File: src/rtl/gonso_pkg.sv
// Shared definitions for the gonso register bank: register offsets, CTRL/STATUS
// bit positions, sequencer state encoding and the byte-lane merge helper.
package gonso_pkg;

    localparam logic [7:0] OFF_CTRL   = 8'h00;
    localparam logic [7:0] OFF_STATUS = 8'h04;
    localparam logic [7:0] OFF_INC    = 8'h08;
    localparam logic [7:0] OFF_CH_IN  = 8'h20;
    localparam logic [7:0] OFF_CH_OUT = 8'h40;

    localparam int CTRL_EN_BIT     = 0;
    localparam int CTRL_IRQ_EN_BIT = 1;
    localparam int CTRL_START_BIT  = 2;
    localparam int CTRL_MASK_LSB   = 8;

    localparam int STAT_BUSY_BIT = 0;
    localparam int STAT_DONE_BIT = 1;
    localparam int STAT_OVF_LSB  = 8;

    typedef enum logic [0:0] {
        ST_IDLE = 1'b0,
        ST_RUN  = 1'b1
    } seq_state_e;

    // Replace only the byte lanes enabled in sel, keep the rest of old.
    function automatic logic [31:0] apply_sel(input logic [31:0] old_val,
                                              input logic [31:0] wdat,
                                              input logic [3:0]  sel);
        logic [31:0] res;
        res = old_val;
        for (int b = 0; b < 4; b++) begin
            if (sel[b]) res[8*b +: 8] = wdat[8*b +: 8];
        end
        return res;
    endfunction

endpackage

File: src/rtl/gonso_seq.sv
// Channel sequencer: walks idx over the snapshotted mask, producing in+INC per
// channel with carry flags. GONSO_SATURATE_EN clamps the result on carry.
//
// state   | meaning
// --------+-----------------------------------------------------------
// ST_IDLE | waiting for an accepted start command
// ST_RUN  | one channel per cycle, idx 0..NUM_CH-1, then done pulse
module gonso_seq
    import gonso_pkg::*;
#(
    parameter int DATA_W = 20,
    parameter int NUM_CH = 4,
    parameter int IDX_W  = (NUM_CH > 1) ? $clog2(NUM_CH) : 1
) (
    input  logic                           clk,
    input  logic                           rst_n,
    input  logic                           start_i,
    input  logic                           enable_i,
    input  logic [NUM_CH-1:0]              mask_i,
    input  logic [NUM_CH-1:0][DATA_W-1:0]  ch_in_i,
    input  logic [DATA_W-1:0]              inc_i,
    output logic                           busy_o,
    output logic                           done_set_o,
    output logic                           out_we_o,
    output logic [IDX_W-1:0]               out_idx_o,
    output logic [DATA_W-1:0]              out_data_o,
    output logic [NUM_CH-1:0]              ovf_o
);

    seq_state_e          state_q, state_d;
    logic [IDX_W-1:0]    idx_q, idx_d;
    logic [NUM_CH-1:0]   mask_q, mask_d;
    logic [NUM_CH-1:0]   ovf_q, ovf_d;
    logic [DATA_W:0]     sum;
    logic                carry;

    always_ff @(posedge clk or negedge rst_n) begin
        if (!rst_n) begin
            state_q <= ST_IDLE;
            idx_q   <= '0;
            mask_q  <= '0;
            ovf_q   <= '0;
        end else begin
            state_q <= state_d;
            idx_q   <= idx_d;
            mask_q  <= mask_d;
            ovf_q   <= ovf_d;
        end
    end

    always_comb begin
        sum   = {1'b0, ch_in_i[idx_q]} + {1'b0, inc_i};
        carry = sum[DATA_W];
`ifdef GONSO_SATURATE_EN
        out_data_o = carry ? {DATA_W{1'b1}} : sum[DATA_W-1:0];
`else
        out_data_o = sum[DATA_W-1:0];
`endif
    end

    always_comb begin
        state_d    = state_q;
        idx_d      = idx_q;
        mask_d     = mask_q;
        ovf_d      = ovf_q;
        done_set_o = 1'b0;
        out_we_o   = 1'b0;
        case (state_q)
            ST_IDLE: begin
                if (start_i) begin
                    state_d = ST_RUN;
                    idx_d   = '0;
                    mask_d  = mask_i;
                    ovf_d   = '0;
                end
            end
            ST_RUN: begin
                // Dropping enable abandons the pass without flagging completion.
                if (!enable_i) begin
                    state_d = ST_IDLE;
                end else begin
                    if (mask_q[idx_q]) begin
                        out_we_o     = 1'b1;
                        ovf_d[idx_q] = carry;
                    end
                    if (idx_q == IDX_W'(NUM_CH - 1)) begin
                        state_d    = ST_IDLE;
                        done_set_o = 1'b1;
                    end else begin
                        idx_d = idx_q + 1'b1;
                    end
                end
            end
            default: state_d = ST_IDLE;
        endcase
    end

    assign busy_o    = (state_q == ST_RUN);
    assign out_idx_o = idx_q;
    assign ovf_o     = ovf_q;

endmodule

File: src/rtl/gonso_regbank.sv
// Wishbone register bank with NUM_CH input/result pairs and a shared increment.
// Saturating add is selected at compile time with GONSO_SATURATE_EN.
module gonso_regbank
    import gonso_pkg::*;
#(
    parameter int          DATA_W    = 20,
    parameter int          NUM_CH    = 4,
    parameter logic [31:0] BASE_ADDR = 32'h3003_0000
) (
    input  logic        clk,
    input  logic        rst_n,
    input  logic        wbs_cyc_i,
    input  logic        wbs_stb_i,
    input  logic [31:0] wishbone_address,
    input  logic        wbs_we_i,
    input  logic [31:0] wbs_dat_i,
    input  logic [3:0]  wbs_sel_i,
    output logic [31:0] wbs_dat_o,
    output logic        wbs_ack_o,
    output logic        irq,
    output logic        busy
);

    localparam int IDX_W = (NUM_CH > 1) ? $clog2(NUM_CH) : 1;

    logic                          ack_q, ack_d;
    logic [31:0]                   dat_q, dat_d;
    logic                          irq_q, irq_d;
    logic                          enable_q, enable_d;
    logic                          irq_en_q, irq_en_d;
    logic [NUM_CH-1:0]             mask_q, mask_d;
    logic                          done_q, done_d;
    logic [DATA_W-1:0]             inc_q, inc_d;
    logic [NUM_CH-1:0][DATA_W-1:0] ch_in_q, ch_in_d;
    logic [NUM_CH-1:0][DATA_W-1:0] ch_out_q, ch_out_d;

    logic        window_hit, access, wr;
    logic [7:0]  off;
    logic [31:0] rdata, merged, ctrl_cur;
    logic        start_go;

    logic                  seq_busy, seq_done_set, seq_out_we;
    logic [IDX_W-1:0]      seq_out_idx;
    logic [DATA_W-1:0]     seq_out_data;
    logic [NUM_CH-1:0]     seq_ovf;

    assign window_hit = (wishbone_address[31:8] == BASE_ADDR[31:8]);
    assign access     = wbs_cyc_i & wbs_stb_i & window_hit & ~ack_q;
    assign wr         = access & wbs_we_i;
    assign off        = {wishbone_address[7:2], 2'b00};

    always_comb begin
        ctrl_cur                            = '0;
        ctrl_cur[CTRL_EN_BIT]               = enable_q;
        ctrl_cur[CTRL_IRQ_EN_BIT]           = irq_en_q;
        ctrl_cur[CTRL_MASK_LSB +: NUM_CH]   = mask_q;
    end

    always_comb begin
        rdata = '0;
        case (off)
            OFF_CTRL: rdata = ctrl_cur;
            OFF_STATUS: begin
                rdata[STAT_BUSY_BIT]            = seq_busy;
                rdata[STAT_DONE_BIT]            = done_q;
                rdata[STAT_OVF_LSB +: NUM_CH]   = seq_ovf;
            end
            OFF_INC: rdata = 32'(inc_q);
            default: begin
                for (int i = 0; i < NUM_CH; i++) begin
                    if (off == OFF_CH_IN + 8'(4 * i))  rdata = 32'(ch_in_q[i]);
                    if (off == OFF_CH_OUT + 8'(4 * i)) rdata = 32'(ch_out_q[i]);
                end
            end
        endcase
    end

    // Read-modify-write image of the addressed register; unused bits read 0,
    // so masking through rdata also discards writes to unimplemented fields.
    assign merged = apply_sel(rdata, wbs_dat_i, wbs_sel_i);

    always_comb begin
        enable_d = enable_q;
        irq_en_d = irq_en_q;
        mask_d   = mask_q;
        inc_d    = inc_q;
        ch_in_d  = ch_in_q;
        if (wr && off == OFF_CTRL) begin
            enable_d = merged[CTRL_EN_BIT];
            irq_en_d = merged[CTRL_IRQ_EN_BIT];
            mask_d   = merged[CTRL_MASK_LSB +: NUM_CH];
        end
        if (wr && off == OFF_INC) inc_d = merged[DATA_W-1:0];
        for (int i = 0; i < NUM_CH; i++) begin
            if (wr && off == OFF_CH_IN + 8'(4 * i)) ch_in_d[i] = merged[DATA_W-1:0];
        end
    end

    // Start qualifies against the enable value being written in the same access.
    assign start_go = wr && (off == OFF_CTRL) && wbs_sel_i[0]
                      && wbs_dat_i[CTRL_START_BIT] && enable_d && !seq_busy;

    always_comb begin
        done_d = done_q;
        if (wr && off == OFF_STATUS && wbs_sel_i[0] && wbs_dat_i[STAT_DONE_BIT]) done_d = 1'b0;
        if (start_go) done_d = 1'b0;
        if (seq_done_set) done_d = 1'b1;
    end

    always_comb begin
        ch_out_d = ch_out_q;
        for (int i = 0; i < NUM_CH; i++) begin
            if (seq_out_we && seq_out_idx == IDX_W'(i)) ch_out_d[i] = seq_out_data;
        end
    end

    always_comb begin
        ack_d = access;
        dat_d = (access && !wbs_we_i) ? rdata : 32'h0;
        irq_d = done_q & irq_en_q;
    end

    always_ff @(posedge clk or negedge rst_n) begin
        if (!rst_n) begin
            ack_q    <= 1'b0;
            dat_q    <= '0;
            irq_q    <= 1'b0;
            enable_q <= 1'b0;
            irq_en_q <= 1'b0;
            mask_q   <= '0;
            done_q   <= 1'b0;
            inc_q    <= '0;
            ch_in_q  <= '0;
            ch_out_q <= '0;
        end else begin
            ack_q    <= ack_d;
            dat_q    <= dat_d;
            irq_q    <= irq_d;
            enable_q <= enable_d;
            irq_en_q <= irq_en_d;
            mask_q   <= mask_d;
            done_q   <= done_d;
            inc_q    <= inc_d;
            ch_in_q  <= ch_in_d;
            ch_out_q <= ch_out_d;
        end
    end

    gonso_seq #(
        .DATA_W (DATA_W),
        .NUM_CH (NUM_CH),
        .IDX_W  (IDX_W)
    ) u_seq (
        .clk        (clk),
        .rst_n      (rst_n),
        .start_i    (start_go),
        .enable_i   (enable_q),
        .mask_i     (mask_d),
        .ch_in_i    (ch_in_q),
        .inc_i      (inc_q),
        .busy_o     (seq_busy),
        .done_set_o (seq_done_set),
        .out_we_o   (seq_out_we),
        .out_idx_o  (seq_out_idx),
        .out_data_o (seq_out_data),
        .ovf_o      (seq_ovf)
    );

    logic unused_bits;
    assign unused_bits = ^{wishbone_address[1:0], merged};

    assign wbs_ack_o = ack_q;
    assign wbs_dat_o = dat_q;
    assign irq       = irq_q;
    assign busy      = seq_busy;

endmodule

File: config.mk
export PLATFORM = sky130hd
export DESIGN_NAME = gonso_regbank
export DESIGN_NICKNAME = d
export VERILOG_FILES = /design/src/rtl/gonso_pkg.sv /design/src/rtl/gonso_seq.sv /design/src/rtl/gonso_regbank.sv
export SDC_FILE = /design/constraint.sdc
export NUM_CORES = 1
export LEC_CHECK = 0
export ABC_AREA = 1
export BUFFER_PORTS_ARGS = -buffer_cell sky130_fd_sc_hd__buf_2
export CORE_ASPECT_RATIO = 0.6
export CORE_MARGIN = 4
export CORE_UTILIZATION = 40
export DETAILED_ROUTE_END_ITERATION = 8
export HOLD_SLACK_MARGIN = 0.12
export PLACE_DENSITY_LB_ADDON = 0.2
export SYNTH_ARGS = -nofsm -noshare
export SYNTH_HDL_FRONTEND = slang
export SYNTH_SLANG_ARGS = --single-unit
File: constraint.sdc
create_clock -name clk -period 7.4 [get_ports clk]
set_input_delay 1.85 -clock clk [delete_from_list [all_inputs] [get_ports clk]]
set_output_delay 1.85 -clock clk [all_outputs]
set_load 0.005 [all_outputs]
==> out/metrics.cfg <==
[outcome]
outcome = finished, final reports clean

[power]
power_frac_seq = 0.473
clockPowerShare = 0.488
pwr_density_cell_mw_per_mm2 = 190
switching_share = 0.232
comb_power_share = 0.040
ir_drop_uv = 137
switching_power_uw = 591
p_leak_uw = 0.00672
cell_internal_pwr_uw = 1950

[grt]
antenna_found_initial = 0
grt_pass1_vias = 10186
grt.total_usage = 0.265
grt_pass1_wl_mm = 65.2
overflow = 0
grt_max_degree = 104

[place]
dpl.hpwl_mm = 29.3
place_ws_ns = 2.65
gp_congestion = 0.945
io_buffers = 80
placed_area_sq_mm = 0.0126
place_inst = 1997

[final_layout]
final_nets = 1720
fillers = 2981
stdcell_count = 2038
antennaDiodeCount = 0
drive_gt1_frac = 0.111
stdcell_area_sq_mm = 0.0134
syn_to_final_growth_pct = 13.0

[route]
finalWirelength_mm = 43.5
drc_errors = 0
wl_per_cell_um = 21.3
viasPerCell = 5.51
vias = 11222
drt_iter0_markers = 1512
drtPass1Iterations = 7
ant_nets = 0

[sta]
finalHoldViolCount = 0
rsz0062_at_grt = no
skew_ns = 0.0254
holdWs_ns = 0.474
timing.fmax_ghz = 0.209
relSlewSlack = 0.249
post-route-min-period_ns = 4.77
slew_violations = 0
setup-tns-final_ns = 0
fin_crit_sh = 0.645
finalSetupViolCount = 0
worstMarginPinSlew_ns = 1.12
setup_ws_ns = 2.63

[floorplan]
dieArea_sq_mm = 0.0325
dieWidth_um = 230
die_y_um = 141
io_pins = 108
start_util = 0.409
core_sq_mm = 0.0289
num_rows = 48

[clocking]
clk_latency_ns = 0.54
post_cts_buffers = 0
path_clk_slew_ns = 0.07
cts-root-buf = clkbuf_16
cts_resized = 0
cts_buffers = 23
h-tree-depth = 1
clockBufferDepth = 3
cts_tree = done
clock_sinks = 220
postCtsHoldBufs = 0

[synthesis]
synth_top_area_frac = 0.465
synth_cells = 1557
synth_edf_count = 0
synth_cell_types = 50
synth_area_per_cell_sq_um = 7.60
synth-seq-cells = 220
seq_area_frac_synth = 0.465
synth_area_leaders = dfrtp_1 (47%), nand2_1 (17%), o21ai_0 (6.3%)
synthFlopType = dfrtp_1
synth.largest_area_cell = dfrtp_1
synth_warnings = 0
ys_async_sr_fraction = 1.00
synthesis.area_sq_mm = 0.0118

[worst_setup_path]
rr_worst_depth = 10
regToRegSetupSlack_ns = 2.63
r2r-end = ch_out_q[3]$_DFFE_PN0P_
worst_path_max_delay_cell = clkinv_1
crit_path_start_kind = flip-flop
cp_slowest_stage_delay_ns = 1.20
crit_required_ns = 7.80
reg2reg_from = u_seq.out_idx_o[0]$_DFFE_PN0P_
path_class = flip-flop to flip-flop
crit_chain = buf_4 -> inv_2 -> o21ai_0 -> o22ai_1 -> nand2_1 -> nor2_1 -> inv_1 -> nor2_2 -> clkinv_1 -> o21ai_0
arrival_ns = 5.18
crit_path_frequent_cell = o21ai_0
endpoint_kind = flip-flop
critical_path.max_fanout = 46

[hold_path]
hp-class = flip-flop to flip-flop
whs_path_depth = 2
min_from = ch_out_q[2]$_DFFE_PN0P_
worstHoldEndpoint = ch_out_q[2]$_DFFE_PN0P_

[flow_run]
cap_violations = 0

metrics by stage:
stage,utilization,power (uW)
finish,0.462,2540
global route,0.462,2610
CTS,0.462,2550
detailed placement,0.434,1330
global placement,0.434,1330
floorplan,-,1270
cells in the mapped netlist (10+ instances only):
cell type,count
nand2_1,525
nor2_2,10
or2_2,12
dfrtp_1,220
inv_1,110
ha_1,24
nand4_1,39
o211ai_1,12
nand3_1,131
o21ai_0,148
buf_2,20
nor2_1,82
o22ai_1,20
a21oi_1,51
clkbuf_1,33
buf_4,14
o21ai_1,18
registers in the layout, summed over array words and instances, names as in the netlist, 2 cells and up:
signal           cells
wbs_dat_o           20
u_seq.ovf_o          4
ch_out_q            80
ch_in_q             80
u_seq.out_idx_o      2
u_seq.mask_q         4
inc_q               20
mask_q               4
kinds of logic after synthesis:
kind of cell | after synthesis | synth area share
AND/OR/NAND/NOR | 835 | 0.304
AO/OA/AOI/OAI | 268 | 0.124
flip-flops | 220 | 0.465
buffers and inverters | 193 | 0.0684
adder cells (fa/ha/maj) | 25 | 0.0271
XOR/XNOR | 15 | 0.0111
other | 1 | 0.000317
placed cells by master, fill, tap and decap left out, types with 3 or more instances in the layout:
cell type,n
clkinv_1,4
nor3_1,8
bufinv_16,3
nor4_1,5
clkbuf_16,23
nand3_1,131
nor2_4,5
a221oi_1,4
xnor2_1,9
a21oi_1,51
buf_4,19
conb_1,12
o21ai_0,148
nand2_1,525
o21ai_1,18
or2_1,8
nor2_1,81
buf_2,79
clkinv_2,6
xor2_1,6
o22ai_1,20
nand4_1,39
inv_1,110
or2_2,12
clkbuf_1,3
dfrtp_1,220
ha_1,24
nor2_2,11
inv_2,9
clkbuf_8,5
o211ai_1,12
worst max-delay path by stage:
stage,from,to,slack (ns),cells past startpoint
global placement,wishbone_address[7],u_seq.mask_q[1]$_DFFE_PN0P_,2.73,18
global route,u_seq.out_idx_o[0]$_DFFE_PN0P_,ch_out_q[1]$_DFFE_PN0P_,2.34,10
detailed placement,wishbone_address[7],u_seq.mask_q[1]$_DFFE_PN0P_,2.65,18
CTS,u_seq.out_idx_o[0]$_DFFE_PN0P_,ch_out_q[18]$_DFFE_PN0P_,2.80,18
floorplan,wishbone_address[31],ch_in_q[75]$_DFFE_PN0P_,3.94,10
finish,u_seq.out_idx_o[0]$_DFFE_PN0P_,ch_out_q[3]$_DFFE_PN0P_,2.63,10
critical path: cells and delay by family, from the launching register on:
kind	cells	cell delay, ns
compound gates	3	0.84
buf+inv	4	2.39
flops	1	0.36
simple gates	3	1.03
layer usage:
metal,global-route usage,wire (um),vias to the layer above
li1,-,-,5239
met1,0.406,20500,5373
met2,0.361,17100,542
met3,0.0887,5120,66
met4,0.0509,731,2
met5,0.0149,67,-
layout make-up:
| cell class | count | area, sq um | share of cell area |
|---|---|---|---|
| timing repair buffer | 99 | 553 | 0.0414 |
| sequential | 220 | 5510 | 0.412 |
| tap | 400 | 500 | 0.0375 |
| multi-input combinational | 1155 | 5560 | 0.416 |
| inverter | 123 | 462 | 0.0346 |
| clock inverter | 10 | 129 | 0.00965 |
| clock buffer | 31 | 656 | 0.0491 |
power by group through the flow:
stage / logic, uW / clock network [uW] / registers (uW)
2_1_floorplan: 42.0 / 0 / 1230
3_3_place_gp: 101 / 0 / 1220
3_5_place_dp: 101 / 0 / 1220
4_1_cts: 101 / 1250 / 1200
5_1_grt: 113 / 1290 / 1200
6_report: 101 / 1240 / 1200
No activity file was read; power rests on OpenSTA's default activity.
